`src/rtl/fifo_word_unpacker.sv`:
```
// fifo_word_unpacker: accepts DATA_WIDTH-bit words from the render FIFO
// under a one-cycle-late credit scheme, buffers up to two words and streams
// them out as PIXEL_WIDTH-bit pixels on a valid/ready interface.
// Optional build macro: UNPACK_MSB_FIRST_EN selects MSB-first pixel order
// (default is LSB-first).
module fifo_word_unpacker #(
  parameter int unsigned DATA_WIDTH  = 64,
  parameter int unsigned PIXEL_WIDTH = 16
) (
  input  logic                   clk_in,
  input  logic                   rst_in,
  input  logic [DATA_WIDTH-1:0]  data_line_in,
  input  logic                   data_valid_in,
  output logic                   receiver_ready_out,
  output logic [PIXEL_WIDTH-1:0] pixel_out,
  output logic                   pixel_valid_out,
  input  logic                   pixel_ready_in,
  output logic                   pixel_last_out,
  output logic                   overflow_out
);

  localparam int unsigned PIXELS_PER_WORD = DATA_WIDTH / PIXEL_WIDTH;
  localparam int unsigned IDX_W = (PIXELS_PER_WORD > 1) ? $clog2(PIXELS_PER_WORD) : 1;
  localparam logic [IDX_W-1:0] LAST_IDX = IDX_W'(PIXELS_PER_WORD - 1);

  // Reject configurations where pixels do not tile the word exactly.
  if ((DATA_WIDTH % PIXEL_WIDTH) != 0) begin : g_bad_width
    $error("fifo_word_unpacker: PIXEL_WIDTH must divide DATA_WIDTH");
  end

  logic [DATA_WIDTH-1:0] head_q;
  logic [DATA_WIDTH-1:0] tail_q;
  logic [1:0]            held_q;
  logic [IDX_W-1:0]      idx_q;
  logic                  pending_q;
  logic                  overflow_q;
  logic                  live_q;

  logic                   accept;
  logic                   pop;
  logic [PIXEL_WIDTH-1:0] lanes [PIXELS_PER_WORD];

  // Slice the head word into pixel lanes in the configured order.
  for (genvar g = 0; g < PIXELS_PER_WORD; g++) begin : g_lane
`ifdef UNPACK_MSB_FIRST_EN
    assign lanes[g] = head_q[DATA_WIDTH-1-g*PIXEL_WIDTH -: PIXEL_WIDTH];
`else
    assign lanes[g] = head_q[g*PIXEL_WIDTH +: PIXEL_WIDTH];
`endif
  end

  // Output stream and credit derived from registered state only.
  always_comb begin
    pixel_valid_out    = (held_q != 2'd0);
    accept             = pixel_valid_out && pixel_ready_in;
    pop                = accept && (idx_q == LAST_IDX);
    pixel_out          = pixel_valid_out ? lanes[idx_q] : '0;
    pixel_last_out     = pixel_valid_out && (idx_q == LAST_IDX);
    receiver_ready_out = live_q && (({1'b0, held_q} + {2'b00, pending_q}) < 3'd2);
    overflow_out       = overflow_q;
  end

  // Buffer, pixel index, credit tracking and sticky overflow.
  always_ff @(posedge clk_in) begin
    if (!rst_in) begin
      head_q     <= '0;
      tail_q     <= '0;
      held_q     <= 2'd0;
      idx_q      <= '0;
      pending_q  <= 1'b0;
      overflow_q <= 1'b0;
      live_q     <= 1'b0;
    end else begin
      live_q    <= 1'b1;
      pending_q <= receiver_ready_out;

      if (accept) begin
        idx_q <= pop ? '0 : idx_q + 1'b1;
      end

      case ({pop, data_valid_in})
        2'b10: begin
          head_q <= tail_q;
          held_q <= held_q - 2'd1;
        end
        2'b01: begin
          if (held_q == 2'd0) begin
            head_q <= data_line_in;
            held_q <= 2'd1;
          end else if (held_q == 2'd1) begin
            tail_q <= data_line_in;
            held_q <= 2'd2;
          end else begin
            overflow_q <= 1'b1;
          end
        end
        2'b11: begin
          // Pop and push together: occupancy is unchanged.
          if (held_q == 2'd1) begin
            head_q <= data_line_in;
          end else begin
            head_q <= tail_q;
            tail_q <= data_line_in;
          end
        end
        default: ;
      endcase
    end
  end

endmodule

```
`config.mk`:
```
export PLATFORM = sky130hd
export DESIGN_NAME = fifo_word_unpacker
export DESIGN_NICKNAME = d
export VERILOG_FILES = /design/src/rtl/fifo_word_unpacker.sv
export SDC_FILE = /design/constraint.sdc
export NUM_CORES = 1
export LEC_CHECK = 0
export BUFFER_PORTS_ARGS = -buffer_cell sky130_fd_sc_hd__buf_2
export CAP_MARGIN = 20
export CORE_ASPECT_RATIO = 1.75
export CORE_MARGIN = 2
export CORE_UTILIZATION = 63
export CTS_CLUSTER_DIAMETER = 30
export DETAILED_ROUTE_END_ITERATION = 12
export HOLD_SLACK_MARGIN = 0.05
export PLACE_DENSITY = 0.95
export SYNTH_ARGS = -nofsm -noshare
export SYNTH_HDL_FRONTEND = slang
export SYNTH_SLANG_ARGS = --single-unit
export TNS_END_PERCENT = 100
```
`constraint.sdc`:
```
create_clock -name clk_in -period 3.2 [get_ports clk_in]
set_input_delay 0.64 -clock clk_in [delete_from_list [all_inputs] [get_ports clk_in]]
set_output_delay 0.64 -clock clk_in [all_outputs]
set_load 0.05 [all_outputs]
```
## After elaboration in Yosys (flattened, before gate mapping)

Cells that the tools add are included.

- Output and inout bits: 20
- Flip-flop bits (word level): 135
- Bits of input ports: 68

- Multiplexer cells: 15
- Magnitude comparators: 2
- Bitwise operators: 3
- $add $sub $neg: 3
- Equality and inequality tests: 9
- Reduce and logical (&&, ||, !) cells: 13

Operators by type and width:

| kind | count |
|---|---|
| two-way mux 64 bit | 4 |
| one-hot mux 64 bit (3 select lines) | 1 |
| one-hot mux 64 bit (2 select lines) | 1 |
| two-way mux 16 bit | 3 |
| binary-select mux 16 bit (select 2 bit) | 1 |
| == test 2 bit (second input constant) | 3 |
| two-way mux 2 bit | 3 |
| != test 2 bit (second input constant) | 3 |
| AND reduction 3 bit | 2 |
| nonzero test 2 bit | 3 |
| == test 2 x 1 -> 1 bit (second input constant) | 2 |
| logical AND 1 bit | 4 |
| one-hot mux 2 bit (2 select lines) | 1 |
| AND reduction 2 bit | 2 |
| adder 2 x 1 -> 3 bit | 1 |
| >= comparator 3 bit (second input constant) | 1 |
| < comparator 3 x 2 -> 1 bit (second input constant) | 1 |
| != test 3 bit (second input constant) | 1 |
| NOT 2 -> 3 bit | 1 |
| nonzero test 3 bit | 1 |
| adder 2 x 1 -> 2 bit (second input constant) | 1 |
| zero test 2 bit | 1 |
| NOT 1 bit | 2 |
| subtractor 2 x 1 -> 2 bit (second input constant) | 1 |
| two-way mux 1 bit | 1 |

## Logic depth before layout (Yosys ltp)

- Depth after elaboration: 6
- Mapped depth: 9
- Depth with buffers taken out: 5

## Least setup slack after synthesis

OpenSTA, ideal clock, no wires.

- Path type: register -> output
- From: register held_q[0]
- To: output port pixel_out[10]
- Cell stages (with the launch flop): 7
- Path slack: 0.562 ns
- Required time: 2.560 ns
- Arrival: 1.998 ns
- Cells stage by stage: dfxtp_1 inv_1 ha_1 buf_4 inv_1 clkbuf_1 and2_1

- Longest elaborated chain between the ends: 2

Ends and longest elaborated chain:

| what | line | RTL |
|---|---|---|
| from (decl) | 33 | `logic [1:0] held_q;` |
| from (signal assigned) | 84 | `held_q <= held_q - 2'd1;` |
| nonzero test 2 bit | 54 | `pixel_valid_out = (held_q != 2'd0);` |
| named net pixel_valid_out | 16 | `output logic pixel_valid_out,` |
| two-way mux 16 bit | 57 | `pixel_out = pixel_valid_out ? lanes[idx_q] : '0;` |
| to (decl) | 15 | `output logic [PIXEL_WIDTH-1:0] pixel_out,` |

The timed path passes the listed nets, and every way through them passes these cells.

## Worst setup path after layout

- From: register idx_q[0]
- To: output port pixel_out[5]

- Longest elaborated chain between the ends: 5

Ends and longest elaborated chain:

| what | line | RTL |
|---|---|---|
| from (decl) | 34 | `logic [IDX_W-1:0] idx_q;` |
| from (signal assigned) | 78 | `idx_q <= pop ? '0 : idx_q + 1'b1;` |
| NOT 2 -> 3 bit (implied by the code) | 57 |  |
| binary-select mux 16 bit (select 2 bit) | 57 |  |
| two-way mux 16 bit (implied by the code) (2 in a row) | 57 |  |
| two-way mux 16 bit | 57 |  |

Every way passes these cells. The select of a mux whose other input is x is not followed.

==> summary.txt <==
Layout
  – Layout cells sized above 1: 0.189
  – Most frequent cells in the layout: 135 x dfxtp_1, 130 x nand2_1, 86 x buf_2
  – Most common cell after layout, fill and taps aside: dfxtp_1
  – P&R area growth vs syn: 15.1%
  – Fill count: 677
  – Reg area: 2700 sq um
  – Final nets: 888
  – Multi-input logic area: 3570 sq um

STA
  – Final hold vios: 0
  – Actual slew at the worst max-slew pin: 0.789 ns
  – Min Tclk post-route: 2.93 ns
  – # setup viols final: 0
  – Final Cycle Share: 0.916
  – Setup TNS: 0 ns
  – Final WS setup: 0.269 ns
  – Fin. max-slew vios: 0
  – Worst clock skew: 0.00490 ns
  – RSZ-0062 raised after global routing: false
  – Max Fclk: 0.341 GHz
  – Slew margin rel.: 0.474

Routing
  – Remaining DRCs: 0
  – Number of DRC markers in iteration 0: 1212
  – Via-to-Cell Ratio: 6.88
  – Post-detailed-route count of antenna-violating nets: 0
  – Final wirelength: 21200 microns
  – Router iterations before antenna repair: 6
  – DR vias: 6614
  – WL per Instance: 22.1 microns

GRT
  – First-pass GRT wire length: 33200 microns
  – Total GRT Usage: 0.378
  – Grt total ovfl: 0
  – Vias in the first global route: 6324
  – Initial antenna violation count: 2
  – Pin count of the biggest net entering global routing: 200

CTS
  – Post-CTS Hold Buffers: 0
  – CTS Root Cell: clkbuf_16
  – Setup Buffers After CTS: 0
  – Cts repair resizes: 0
  – Clock Pin Slew Worst Setup and Hold Paths: 0.06 ns
  – Clk Latency, worst-skew pair: 0.42 ns
  – # clock sinks: 135
  – Htree depth: 4
  – Clk buf depth: 2
  – CTS Buf Count: 17
  – CTS tree: built

Floorplanning
  – Core ar.: 10600 sq um
  – Starting Density: 0.641
  – Ports: 88
  – Die height: 142 microns
  – Die width: 82.6 microns
  – Die area: 11700 sq um
  – Row cnt: 50

Synthesis
  – Post-Synthesis Cells: 775
  – Number of enable flip-flop cells after synthesis: 0
  – Top FF cell, synth: dfxtp_1
  – Avg Inst Size Synth: 8.80 sq um
  – Async SR Flop Fraction: 0
  – Mapped cell area: 6820 sq um
  – Sequential share of the synthesized area: 0.396
  – Syn nets: 846
  – Synthesis Warnings: 0
  – Yosys cell types: 38
  – Seq cells post-synth: 135

Critical path
  – Reg2reg start: held_q[0]
  – RR Endpoint: head_q[19]
  – Critical-path cell list: buf_4 > mux4_2 > and2_1 > buf_2
  – Worst R2R Setup Slack: 0.52 ns
  – CP Class: reg -> out
  – Slowest cell delay on critical path: 0.62 ns
  – Crit. End Element: primary output
  – WP data arrival: 2.29 ns
  – Slowest CP cell: dfxtp_1
  – Data required, critical path: 2.56 ns
  – Worst-path maximum fanout: 12
  – Worst Reg-to-Reg Cells: 6
  – Critical Path Start Type: register

Power and ir drop
  – Leakage power total: 3.05 nW
  – Cell Pwr Density: 573 nW/um^2
  – Peak supply drop: 0.422 mV

Worst hold path
  – Hold path depth: 2
  – Min-delay src: tail_q[56]
  – Min-Delay Path Class: reg -> reg
  – Hold Path Sink: tail_q[56]

Placed design
  – Post-DP HPWL: 12300 microns
  – Placer congestion estimate: 0.948
  – Buffers added on ports: 87
  – Dpl ws: 0.654 ns

Flow run
  – Max capacitance violation total: 0

Run status
  – Status: finished, final reports clean
logic make-up after synthesis:
logic type | Yosys count | synth area share
AND/OR/NAND/NOR | 218 | 0.154
AO/OA/AOI/OAI | 213 | 0.209
flip-flops | 135 | 0.396
buffers and inverters | 123 | 0.0835
multiplexers | 83 | 0.151
adder cells (fa/ha/maj) | 3 | 0.00551
Yosys cell counts (all sizes together), types with 2 or more instances:
cell type / count / area [sq um]
inv: 43 / 161
nor2b: 6 / 37.5
and2: 19 / 119
o32ai: 40 / 358
ha: 3 / 37.5
nor3: 2 / 10.0
o21ai: 39 / 195
a21boi: 24 / 180
nand2: 130 / 488
or3: 24 / 150
mux4: 16 / 360
nor2: 2 / 10.0
nand3b: 2 / 15.0
clkbuf: 47 / 176
and3b: 2 / 17.5
buf: 33 / 231
nand2b: 2 / 12.5
mux2i: 67 / 671
a21oi: 80 / 400
o311a: 24 / 240
and3: 25 / 156
dfxtp: 135 / 2700
how the worst max path moves through the flow:
stage / to / slack, ns / from / depth (start not counted)
after floorplan: pixel_out[10] / 0.56 / held_q[0] / 6
after global placement: head_q[62] / 0.75 / idx_q[0] / 5
after detailed placement: head_q[29] / 0.65 / held_q[0] / 6
after CTS: pixel_out[5] / 0.27 / idx_q[0] / 4
after global routing: pixel_out[5] / 0.09 / idx_q[0] / 4
final: pixel_out[5] / 0.27 / idx_q[0] / 4
per-stage QoR:
step	utilization	instances	hold slack [ns]	power [mW]	cell area, sq um
finish	0.738	961	0.457	4.49	7840
global route	0.737	960	0.471	4.61	7840
CTS	0.736	959	0.457	4.47	7830
detailed placement	0.676	927	0.445	2.37	7190
global placement	0.676	927	0.438	2.35	7190
floorplan	-	775	0.429	2.20	6820
final cells by class:
cell class              instances  share of cell area
well taps                     130              0.0207
clock inverters                11              0.0217
clock buffers                  21              0.0600
repair buffers                103              0.0764
flip-flops and latches        135               0.345
inverters                      43              0.0206
multi-input cells             517               0.456
diodes                          1            0.000319
critical path, delay by kind of cell, from the launching register on:
family        cells  cell delay (ns)
mux               1             0.55
simple gates      1             0.16
flops             1             0.62
buf+inv           2             0.54
layer usage:
layer / vias to the layer above / global-route usage / part of all wire
met5: - / 0 / 0
met4: 0 / 0.266 / 0.092
met1: 3069 / 0.440 / 0.34
met3: 158 / 0.120 / 0.11
met2: 538 / 0.574 / 0.46
li1: 2849 / - / -
where the power goes:
part           total [mW]  internal (mW)  switching, mW
Sequential           1.82           1.76         0.0673
Combinational       0.557          0.222          0.336
Clock                2.11           1.37          0.744
registers in the layout (all words and copies together), names as in the netlist:
signal	count
idx_q	2
head_q	64
overflow_out	1
held_q	2
tail_q	64
pending_q	1
live_q	1
No activity file was read; power rests on OpenSTA's default activity.
